<file path="src/rtl/debounce_multi.sv">
// ---------------------------------------------------------------------------
// debounce_multi
//
// Multi-channel pushbutton/switch debouncer. Every channel is independent:
// an input synchroniser, a symmetric stable-time filter (same time for press
// and release), a debounced level and registered one-cycle event pulses.
//
// Optional feature (compile-time macro): AUTO_REPEAT_EN
//   When defined, each channel gets a small IDLE/HELD/REPEAT state machine
//   that emits extra press pulses while the button stays held: the first
//   after REPEAT_DELAY_MS, then every REPEAT_RATE_MS. When undefined no
//   repeat hardware exists and the REPEAT_* parameters have no effect.
//
// Ports:
//   clk            system clock, all logic on the rising edge
//   rst            asynchronous, active-low reset
//   button         raw asynchronous button inputs, one bit per channel
//   level          debounced, active-high button state
//   press          one-cycle pulse when level rises (and on each repeat)
//   release_pulse  one-cycle pulse when level falls ("release" alone is a
//                  reserved word in SystemVerilog, hence the longer name)
// ---------------------------------------------------------------------------
module debounce_multi #(
   parameter int CHANNELS        = 4,
   parameter int CLK_FREQ        = 125_000_000,
   parameter int STABLE_MS       = 10,
   parameter int SYNC_STAGES     = 2,
   parameter int ACTIVE_LOW      = 0,
   parameter int REPEAT_DELAY_MS = 500,
   parameter int REPEAT_RATE_MS  = 100
) (
   input  logic                clk,
   input  logic                rst,
   input  logic [CHANNELS-1:0] button,
   output logic [CHANNELS-1:0] level,
   output logic [CHANNELS-1:0] press,
   output logic [CHANNELS-1:0] release_pulse
);

   // Number of consecutive differing samples needed before the level flips.
   localparam int MAX_DELAY = CLK_FREQ / 1000 * STABLE_MS;
   localparam int CNT_W     = $clog2(MAX_DELAY + 1);

   if (MAX_DELAY < 2) begin : g_bad_delay
      $error("debounce_multi: stable time must be at least 2 clock cycles");
   end
   if (SYNC_STAGES < 2 || SYNC_STAGES > 4) begin : g_bad_sync
      $error("debounce_multi: SYNC_STAGES must be in 2..4");
   end
   if (CHANNELS < 1 || CHANNELS > 32) begin : g_bad_chan
      $error("debounce_multi: CHANNELS must be in 1..32");
   end

`ifdef AUTO_REPEAT_EN
   // 64-bit intermediate: ms * Hz overflows 32 bits at realistic clocks.
   localparam longint RPT_DELAY_L = longint'(REPEAT_DELAY_MS) * longint'(CLK_FREQ) / 64'sd1000;
   localparam longint RPT_RATE_L  = longint'(REPEAT_RATE_MS) * longint'(CLK_FREQ) / 64'sd1000;
   localparam int     RPT_DELAY   = int'(RPT_DELAY_L);
   localparam int     RPT_RATE    = int'(RPT_RATE_L);
   localparam int     RPT_MAX     = (RPT_DELAY > RPT_RATE) ? RPT_DELAY : RPT_RATE;
   localparam int     RPT_W       = $clog2(RPT_MAX + 1);

   if (RPT_DELAY < 2 || RPT_RATE < 2) begin : g_bad_rpt
      $error("debounce_multi: repeat periods must be at least 2 clock cycles");
   end

   typedef enum logic [1:0] {IDLE, HELD, REPEAT} rpt_state_e;
`else
   // Repeat timing is unused in this build; only reject nonsense values so
   // a configuration stays valid when the feature is switched on later.
   if (REPEAT_DELAY_MS < 0 || REPEAT_RATE_MS < 0) begin : g_bad_rpt
      $error("debounce_multi: repeat times must not be negative");
   end
`endif

   for (genvar ch = 0; ch < CHANNELS; ch++) begin : g_ch
      logic [SYNC_STAGES-1:0] sync_q;
      logic [CNT_W-1:0]       cnt_q;
      logic                   lvl_q;
      logic                   press_q;
      logic                   rel_q;
      logic                   din;
      logic                   s;
      logic                   expired;
      logic                   rise;
      logic                   fall;
      logic                   fire;

      assign din     = (ACTIVE_LOW != 0) ? ~button[ch] : button[ch];
      assign s       = sync_q[SYNC_STAGES-1];
      assign expired = (s != lvl_q) && (cnt_q == CNT_W'(MAX_DELAY - 1));
      assign rise    = expired & ~lvl_q;
      assign fall    = expired & lvl_q;

      // Input synchroniser. Polarity is normalised before the first stage so
      // that reset (all zeros) always means "not pressed".
      always_ff @(posedge clk or negedge rst) begin
         if (!rst) begin
            sync_q <= '0;
         end else begin
            sync_q <= {sync_q[SYNC_STAGES-2:0], din};
         end
      end

      // Stable-time filter. The counter only runs while the synchronised
      // input disagrees with the current level; any agreeing sample restarts
      // it. It tops out at MAX_DELAY-1, where the level flips, so it never
      // wraps.
      always_ff @(posedge clk or negedge rst) begin
         if (!rst) begin
            cnt_q <= '0;
            lvl_q <= 1'b0;
         end else if (s == lvl_q) begin
            cnt_q <= '0;
         end else if (expired) begin
            cnt_q <= '0;
            lvl_q <= ~lvl_q;
         end else begin
            cnt_q <= cnt_q + CNT_W'(1);
         end
      end

      // Registered event pulses, aligned with the level change. A falling
      // edge suppresses any repeat press in the same cycle.
      always_ff @(posedge clk or negedge rst) begin
         if (!rst) begin
            press_q <= 1'b0;
            rel_q   <= 1'b0;
         end else begin
            press_q <= rise | fire;
            rel_q   <= fall;
         end
      end

`ifdef AUTO_REPEAT_EN
      rpt_state_e       state_q;
      rpt_state_e       state_d;
      logic [RPT_W-1:0] rcnt_q;
      logic [RPT_W-1:0] rcnt_d;

      // Repeat state register and its cycle counter.
      always_ff @(posedge clk or negedge rst) begin
         if (!rst) begin
            state_q <= IDLE;
            rcnt_q  <= '0;
         end else begin
            state_q <= state_d;
            rcnt_q  <= rcnt_d;
         end
      end

      // Next-state logic: HELD times the initial delay, REPEAT times the
      // repeat period; a level fall returns to IDLE from either.
      always_comb begin
         state_d = state_q;
         rcnt_d  = rcnt_q;
         case (state_q)
            IDLE: begin
               rcnt_d = '0;
               if (rise) state_d = HELD;
            end
            HELD: begin
               if (fall) begin
                  state_d = IDLE;
                  rcnt_d  = '0;
               end else if (rcnt_q == RPT_W'(RPT_DELAY - 1)) begin
                  state_d = REPEAT;
                  rcnt_d  = '0;
               end else begin
                  rcnt_d = rcnt_q + RPT_W'(1);
               end
            end
            REPEAT: begin
               if (fall) begin
                  state_d = IDLE;
                  rcnt_d  = '0;
               end else if (rcnt_q == RPT_W'(RPT_RATE - 1)) begin
                  rcnt_d = '0;
               end else begin
                  rcnt_d = rcnt_q + RPT_W'(1);
               end
            end
            default: begin
               state_d = IDLE;
               rcnt_d  = '0;
            end
         endcase
      end

      // Output logic: a repeat press whenever the running period completes,
      // unless the button is being released in that same cycle.
      always_comb begin
         fire = 1'b0;
         if (!fall) begin
            if (state_q == HELD && rcnt_q == RPT_W'(RPT_DELAY - 1)) fire = 1'b1;
            if (state_q == REPEAT && rcnt_q == RPT_W'(RPT_RATE - 1)) fire = 1'b1;
         end
      end
`else
      assign fire = 1'b0;
`endif

      assign level[ch]         = lvl_q;
      assign press[ch]         = press_q;
      assign release_pulse[ch] = rel_q;
   end

endmodule

</file>
<file path="config.mk">
export PLATFORM = sky130hd
export DESIGN_NAME = debounce_multi
export DESIGN_NICKNAME = d
export VERILOG_FILES = /design/src/rtl/debounce_multi.sv
export SDC_FILE = /design/constraint.sdc
export NUM_CORES = 1
export LEC_CHECK = 0
export CORE_ASPECT_RATIO = 1.75
export CORE_MARGIN = 3
export CORE_UTILIZATION = 59
export CTS_BUF_LIST = sky130_fd_sc_hd__clkbuf_4
export DETAILED_ROUTE_END_ITERATION = 10
export PLACE_DENSITY = 0.77
export SETUP_SLACK_MARGIN = 0.2
export SYNTH_ARGS = -nofsm -noshare
export SYNTH_HDL_FRONTEND = slang
export SYNTH_SLANG_ARGS = --single-unit
export TNS_END_PERCENT = 30
</file>
<file path="constraint.sdc">
create_clock -name clk -period 3.93 [get_ports clk]
set_input_delay 0.393 -clock clk [delete_from_list [all_inputs] [get_ports clk]]
set_output_delay 0.393 -clock clk [all_outputs]
set_load 0.01 [all_outputs]
</file>
==> flow_summary.json, run 1 <==
{
  "status": "finished clean",
  "diodes": 0,
  "rr_worst_depth": 6,
  "fillerInstances": 701,
  "dp_cells": 609,
  "nets": 515,
  "dr_total_vias": 3657,
  "wl_per_cell_um": 15.1,
  "cts_tree": "yes",
  "timing.rr.start": "g_ch[1].cnt_q[0]$_DFF_PN0_",
  "grt-ovfl-total": 0,
  "finalWorstSetupSlack_ns": 1.56,
  "layout_common_cells": "dfrtp_1 (104), nor2_1 (64), nand3_1 (32)",
  "vias_per_cell": 5.85,
  "ios": 18,
  "r2r-end": "g_ch[1].cnt_q[5]$_DFF_PN0_",
  "port_buffers": 17,
  "htreeDepth": 3,
  "cts_resized": 0,
  "reg2reg_slack_ns": 1.56,
  "ys_types": 39,
  "drv_slew": 0,
  "tightest_slew_ns": 0.964,
  "max_freq_mhz": 421,
  "die_area_um2": 9720,
  "critPathKind": "reg -> reg",
  "syn_to_final_growth_pct": 7.06,
  "crit_required_ns": 4.29,
  "layout-drive-gt1-share_pct": 7.25,
  "maxSlewHeadroom_pct": 35.7,
  "synthFlopType": "dfrtp_1",
  "hold_class": "in -> async",
  "p_leak_uw": 0.00214,
  "layout_commonest_cell": "dfrtp_1",
  "synth_enable_flop_cells": 0,
  "hpwl_um": 6530,
  "cp-end-kind": "flop",
  "rsz0062_at_grt": "false",
  "post_cts.repair.setup_buffers": 0,
  "post-route-min-period_ns": 2.37,
  "yosysWarningCount": 0,
  "synth_fp_nets": 515,
  "syn_area_um2": 5040,
  "finalClockSkew_ns": 0.0280,
  "core_region_area_um2": 8310,
  "synthArstFlopShare_pct": 100,
  "ys_ff_latch": 104,
  "crit_fanout": 16,
  "fp.dieW_um": 75.8,
  "fin_setup_tns_ns": 0,
  "setup_viol": 0,
  "drtIter0Drc": 249,
  "grtUsageTotal_pct": 21.4,
  "vdd_drop_max_uv": 206,
  "finalHoldViolations": 0,
  "drcViolationCount": 0,
  "cts_buffers": 9,
  "post-route-period-util_pct": 60.4,
  "synth_top_cell_by_area": "dfrtp_1",
  "wl_um": 9420,
  "grt_pass1_vias": 3688,
  "clkTransAtPathRegs_ns": 0.17,
  "holdBufCountCts": 0,
  "cap_viol_max_count": 0,
  "synth_cells": 505,
  "start_util_pct": 60.6,
  "grt_first_pass_wirelength_um": 16300,
  "ant_nets": 0,
  "globalplace.congestion": 0.868,
  "cts.path.max_buffers": 2,
  "grt_start_max_net_pins": 80,
  "cp.arrival_ns": 2.74,
  "pre_cts_ws_ns": 1.57,
  "syn-mean-instance-area_um2": 9.97,
  "drt_first_pass_iters": 4,
  "cp-start-kind": "flop",
  "synth_top_cell_area_share_pct": 51.7,
  "power_density_nw_per_um2": 332,
  "die_y_um": 128,
  "clock-sinks": 104,
  "clk-insertion-delay-late_ns": 0.47,
  "fp-row-count": 44,
  "stdcell_count": 625,
  "synth_area_leaders": "dfrtp_1 (52%), xnor2_1 (5.0%), xor2_1 (4.9%)",
  "seq_area_frac_synth_pct": 51.7,
  "grt_antenna_before_repair": 0,
  "clock-root-buffer": "clkbuf_4"
}
worst max-delay path by stage:
| stage | startpoint | to | slack [ns] | cells past startpoint |
|---|---|---|---|---|
| after global routing | g_ch[2].cnt_q[0]$_DFF_PN0_ | g_ch[2].cnt_q[8]$_DFF_PN0_ | 1.38 | 6 |
| after floorplan | g_ch[1].cnt_q[0]$_DFF_PN0_ | g_ch[1].lvl_q$_DFFE_PN0P_ | 1.74 | 5 |
| after detailed placement | g_ch[1].cnt_q[0]$_DFF_PN0_ | g_ch[1].cnt_q[12]$_DFF_PN0_ | 1.57 | 6 |
| final | g_ch[1].cnt_q[0]$_DFF_PN0_ | g_ch[1].cnt_q[5]$_DFF_PN0_ | 1.56 | 6 |
| after global placement | g_ch[1].cnt_q[0]$_DFF_PN0_ | g_ch[1].cnt_q[13]$_DFF_PN0_ | 1.65 | 6 |
| after CTS | g_ch[1].cnt_q[0]$_DFF_PN0_ | g_ch[1].cnt_q[5]$_DFF_PN0_ | 1.53 | 6 |
flip-flops by register name, indices dropped and copies added, names as in the netlist:
name and cells:
g_ch.sync_q 8, g_ch.cnt_q 84, g_ch.lvl_q 4, g_ch.press_q 4, g_ch.rel_q 4
logic make-up after synthesis:
family / count (synthesis) / share of synthesized area (%)
simple gates: 242 / 26.4
xor+xnor: 57 / 9.91
mux: 3 / 0.745
compound gates: 54 / 6.24
fa+ha+maj: 4 / 0.994
buf+inv: 41 / 4.02
flops: 104 / 51.7
synth_stat cells (5+ instances only):
cell type  count
nand4_1       20
or3_1         15
or4_1         11
o21ai_0       14
nand4b_1       5
inv_1          9
buf_4         12
xor2_1        28
xnor2_1       29
nand3_1       32
nor3_1         7
nor4_1        16
nand2_1       29
clkbuf_1      17
nor3b_1        5
o31ai_1        9
dfrtp_1      104
a21oi_1       25
and3_1         9
and4_1         9
nor2_1        64
stage by stage:
step	util (%)	power [uW]	area, um^2	hold slack, ns
floorplan	-	1150	5040	0.0974
global placement	62.8	1180	5220	0.334
detailed placement	62.8	1180	5220	0.336
CTS	64.9	1810	5390	0.0723
global route	64.9	1870	5390	0.0858
finish	64.9	1790	5390	0.0382
power breakdown:
part | internal [uW] | switching [uW]
registers | 1080 | 13.3
clock network | 268 | 362
logic | 19.9 | 44.2
total | 1370 | 419
area by class of cell:
class | count | area, um^2 | share of cell area, %
clock buffer | 10 | 75.1 | 1.39
sequential | 104 | 2600 | 48.3
inverter | 9 | 33.8 | 0.627
timing repair buffer | 21 | 198 | 3.67
multi-input combinational | 360 | 2250 | 41.7
tap | 115 | 144 | 2.67
clock inverter | 6 | 92.6 | 1.72
layer usage:
layer  part of all wire (%)  routed length, um  GRT usage (%)  vias to the layer above
met4                    2.8                268           9.99                        0
li1                       -                  -              -                     1784
met2                     52               4900           34.6                       63
met3                    2.7                252           4.08                       25
met5                      0                  0              0                        -
met1                     42               3990           26.9                     1785
worst max-delay path: stages (launching register included):
cell     delay [ns]
dfrtp_1        0.41
ha_1           0.27
nand3_2        0.12
or4b_4         0.54
o41ai_2        0.54
buf_4          0.31
nor2_1         0.08
(Power assumes the default switching activity.)
==> run 2: changes to the inputs <==
Clock period 3.93 ns to 2.4 ns, I/O delays scaled along.
==> run 2 against run 1 <==
  * Cell count rose by 0.80%
  * Final area is 0.14% higher
  * Largest power group unchanged
  * Sequential share of layout area fell by 0.067 points
  * Setup slack got worse by 1.4 ns
  * Flip-flop and latch count unchanged
  * Critical path depth decreased by 2
  * Largest cell class unchanged
  * Hold slack gained 0.18 ns
  * Clock-buffer cell count did not move
  * Maximum frequency up 5.9%
  * Global-route usage fell by 0.87 points
==> flow_summary.json, run 2 (synthesized netlist as in run 1, its figures left out) <==
{
  "status": "finished clean",
  "p_sw_share_pct": 24.4,
  "vias_per_cell": 5.88,
  "wl_per_cell_um": 14.9,
  "path_buf_inv": 0,
  "clock-sinks": 104,
  "slowest_delay_ns": 0.58,
  "clock-root-buffer": "clkbuf_4",
  "nets": 520,
  "drcViolationCount": 0,
  "hpwl_um": 6620,
  "fin_setup_tns_ns": 0,
  "tightest_slew_ns": 0.627,
  "worst_path_max_delay_cell": "nor4_1",
  "max_freq_mhz": 446,
  "fillerInstances": 662,
  "vdd_drop_max_uv": 317,
  "layout_commonest_cell": "dfrtp_1",
  "grtUsageTotal_pct": 20.5,
  "drt_first_pass_iters": 4,
  "hold_slack_ns": 0.214,
  "syn_to_final_growth_pct": 7.21,
  "crit_fanout": 3,
  "post-route-min-period_ns": 2.24,
  "ios": 18,
  "dr_total_vias": 3704,
  "setup_viol": 0,
  "die_y_um": 128,
  "power_density_nw_per_um2": 499,
  "clkTransAtPathRegs_ns": 0.14,
  "start_util_pct": 60.6,
  "finalHoldViolations": 0,
  "switchingPower_uw": 658,
  "layout-drive-gt1-share_pct": 7.96,
  "drv_slew": 0,
  "finalClockSkew_ns": 0.0122,
  "crit_chain": "or3b_2 -> nor4_1 -> and3_1 -> mux2_2",
  "grt_antenna_before_repair": 0,
  "p_leak_uw": 0.00214,
  "power.clock.fraction_pct": 28.9,
  "p_seq_share_pct": 66.7,
  "post-route-period-util_pct": 93.5,
  "top_regs": "g_ch.cnt_q: 84 flops, g_ch.sync_q: 8 flops",
  "cp-end-kind": "flop",
  "fp.dieW_um": 75.8,
  "critPathKind": "reg -> reg",
  "grt_pass1_vias": 3669,
  "core_region_area_um2": 8310,
  "cts_tree": "yes",
  "wl_um": 9410,
  "regMostFlops": "g_ch.cnt_q",
  "cp.arrival_ns": 2.59,
  "cp-start-kind": "flop",
  "power_frac_comb_pct": 4.4,
  "rsz0062_at_grt": "true",
  "dp_cells": 611,
  "maxSlewHeadroom_pct": 57.8,
  "p_int_uw": 2040,
  "crit_required_ns": 2.74,
  "cts.path.max_buffers": 2,
  "clk-insertion-delay-late_ns": 0.45,
  "port_buffers": 17,
  "cts_buffers": 9,
  "diodes": 0,
  "path_delay_family": "simple AND/OR/NAND/NOR gates",
  "fp-row-count": 44,
  "layout_common_cells": "dfrtp_1 (104), nor2_1 (64), nand3_1 (32)",
  "htreeDepth": 3,
  "stdcell_count": 630,
  "ant_nets": 0,
  "drtIter0Drc": 231,
  "largest_register_ffs": 84,
  "grt-ovfl-total": 0,
  "die_area_um2": 9720,
  "cap_viol_max_count": 0,
  "globalplace.congestion": 0.826,
  "grt_start_max_net_pins": 74,
  "reg2reg_slack_ns": 0.16,
  "hold_class": "in -> reg",
  "grt_first_pass_wirelength_um": 15700
}
[run 2: what timing repair did]
item                                   4_1_cts  5_1_grt
gates cloned                                 0        0
hold buffers                                 1        0
setup endpoints to repair                    3       42
endpoints found under the hold margin       31        0
pin swaps                                    1        0
setup buffers                                2        0
resized for setup                            1        1
[run 2: layer usage]
| layer | vias to the layer above | share of wire (%) | global-route usage (%) |
|---|---|---|---|
| met5 | - | 0 | 0 |
| met4 | 0 | 2.8 | 10.1 |
| met3 | 21 | 2.5 | 3.77 |
| met2 | 55 | 53 | 34.2 |
| met1 | 1831 | 42 | 24.6 |
| li1 | 1797 | - | - |
[run 2: through the flow]
step                      util (%)  cell area [um^2]  worst slack (ns)  power [uW]
after global routing          64.9              5400            0.0724        2810
after global placement        63.2              5250             0.231        1940
after floorplan                  -              5040             0.206        1880
after CTS                     64.8              5390             0.231        2730
final                         64.9              5400             0.157        2690
after detailed placement      63.2              5250             0.164        1950
[run 2: worst reg2reg max path, cell delays in order (launching register included)]
cell,delay (ns)
dfrtp_1,0.43
or3b_2,0.46
nor4_1,0.58
and3_1,0.32
mux2_2,0.36
[run 2: final timing paths]
| kind | from | to | cells past startpoint |
|---|---|---|---|
| max | g_ch[0].cnt_q[4]$_DFF_PN0_ | g_ch[0].lvl_q$_DFFE_PN0P_ | 4 |
| min | button[0] | g_ch[0].sync_q[0]$_DFF_PN0_ | 1 |
| max reg2reg | g_ch[0].cnt_q[4]$_DFF_PN0_ | g_ch[0].lvl_q$_DFFE_PN0P_ | 4 |
| min reg2reg | g_ch[0].sync_q[0]$_DFF_PN0_ | g_ch[0].sync_q[1]$_DFF_PN0_ | 0 |
| max in group asynchronous | rst | g_ch[3].cnt_q[8]$_DFF_PN0_ | 3 |
| min in group asynchronous | rst | g_ch[1].cnt_q[19]$_DFF_PN0_ | 2 |
[run 2: final cells by class]
cell class | count | area [um^2] | share of cell area (%)
clock buffers | 10 | 75.1 | 1.39
clock inverters | 6 | 36.3 | 0.672
inverters | 9 | 33.8 | 0.626
multi-input cells | 360 | 2260 | 41.8
flip-flops and latches | 104 | 2600 | 48.2
well taps | 115 | 144 | 2.67
repair buffers | 26 | 250 | 4.63
[run 2: power by group through the flow]
stage / sequential (uW) / combinational [uW] / clock (uW)
floorplan: 1830 / 50.7 / 0
global placement: 1830 / 110 / 0
detailed placement: 1830 / 114 / 0
CTS: 1800 / 121 / 814
global route: 1800 / 134 / 878
finish: 1800 / 118 / 779
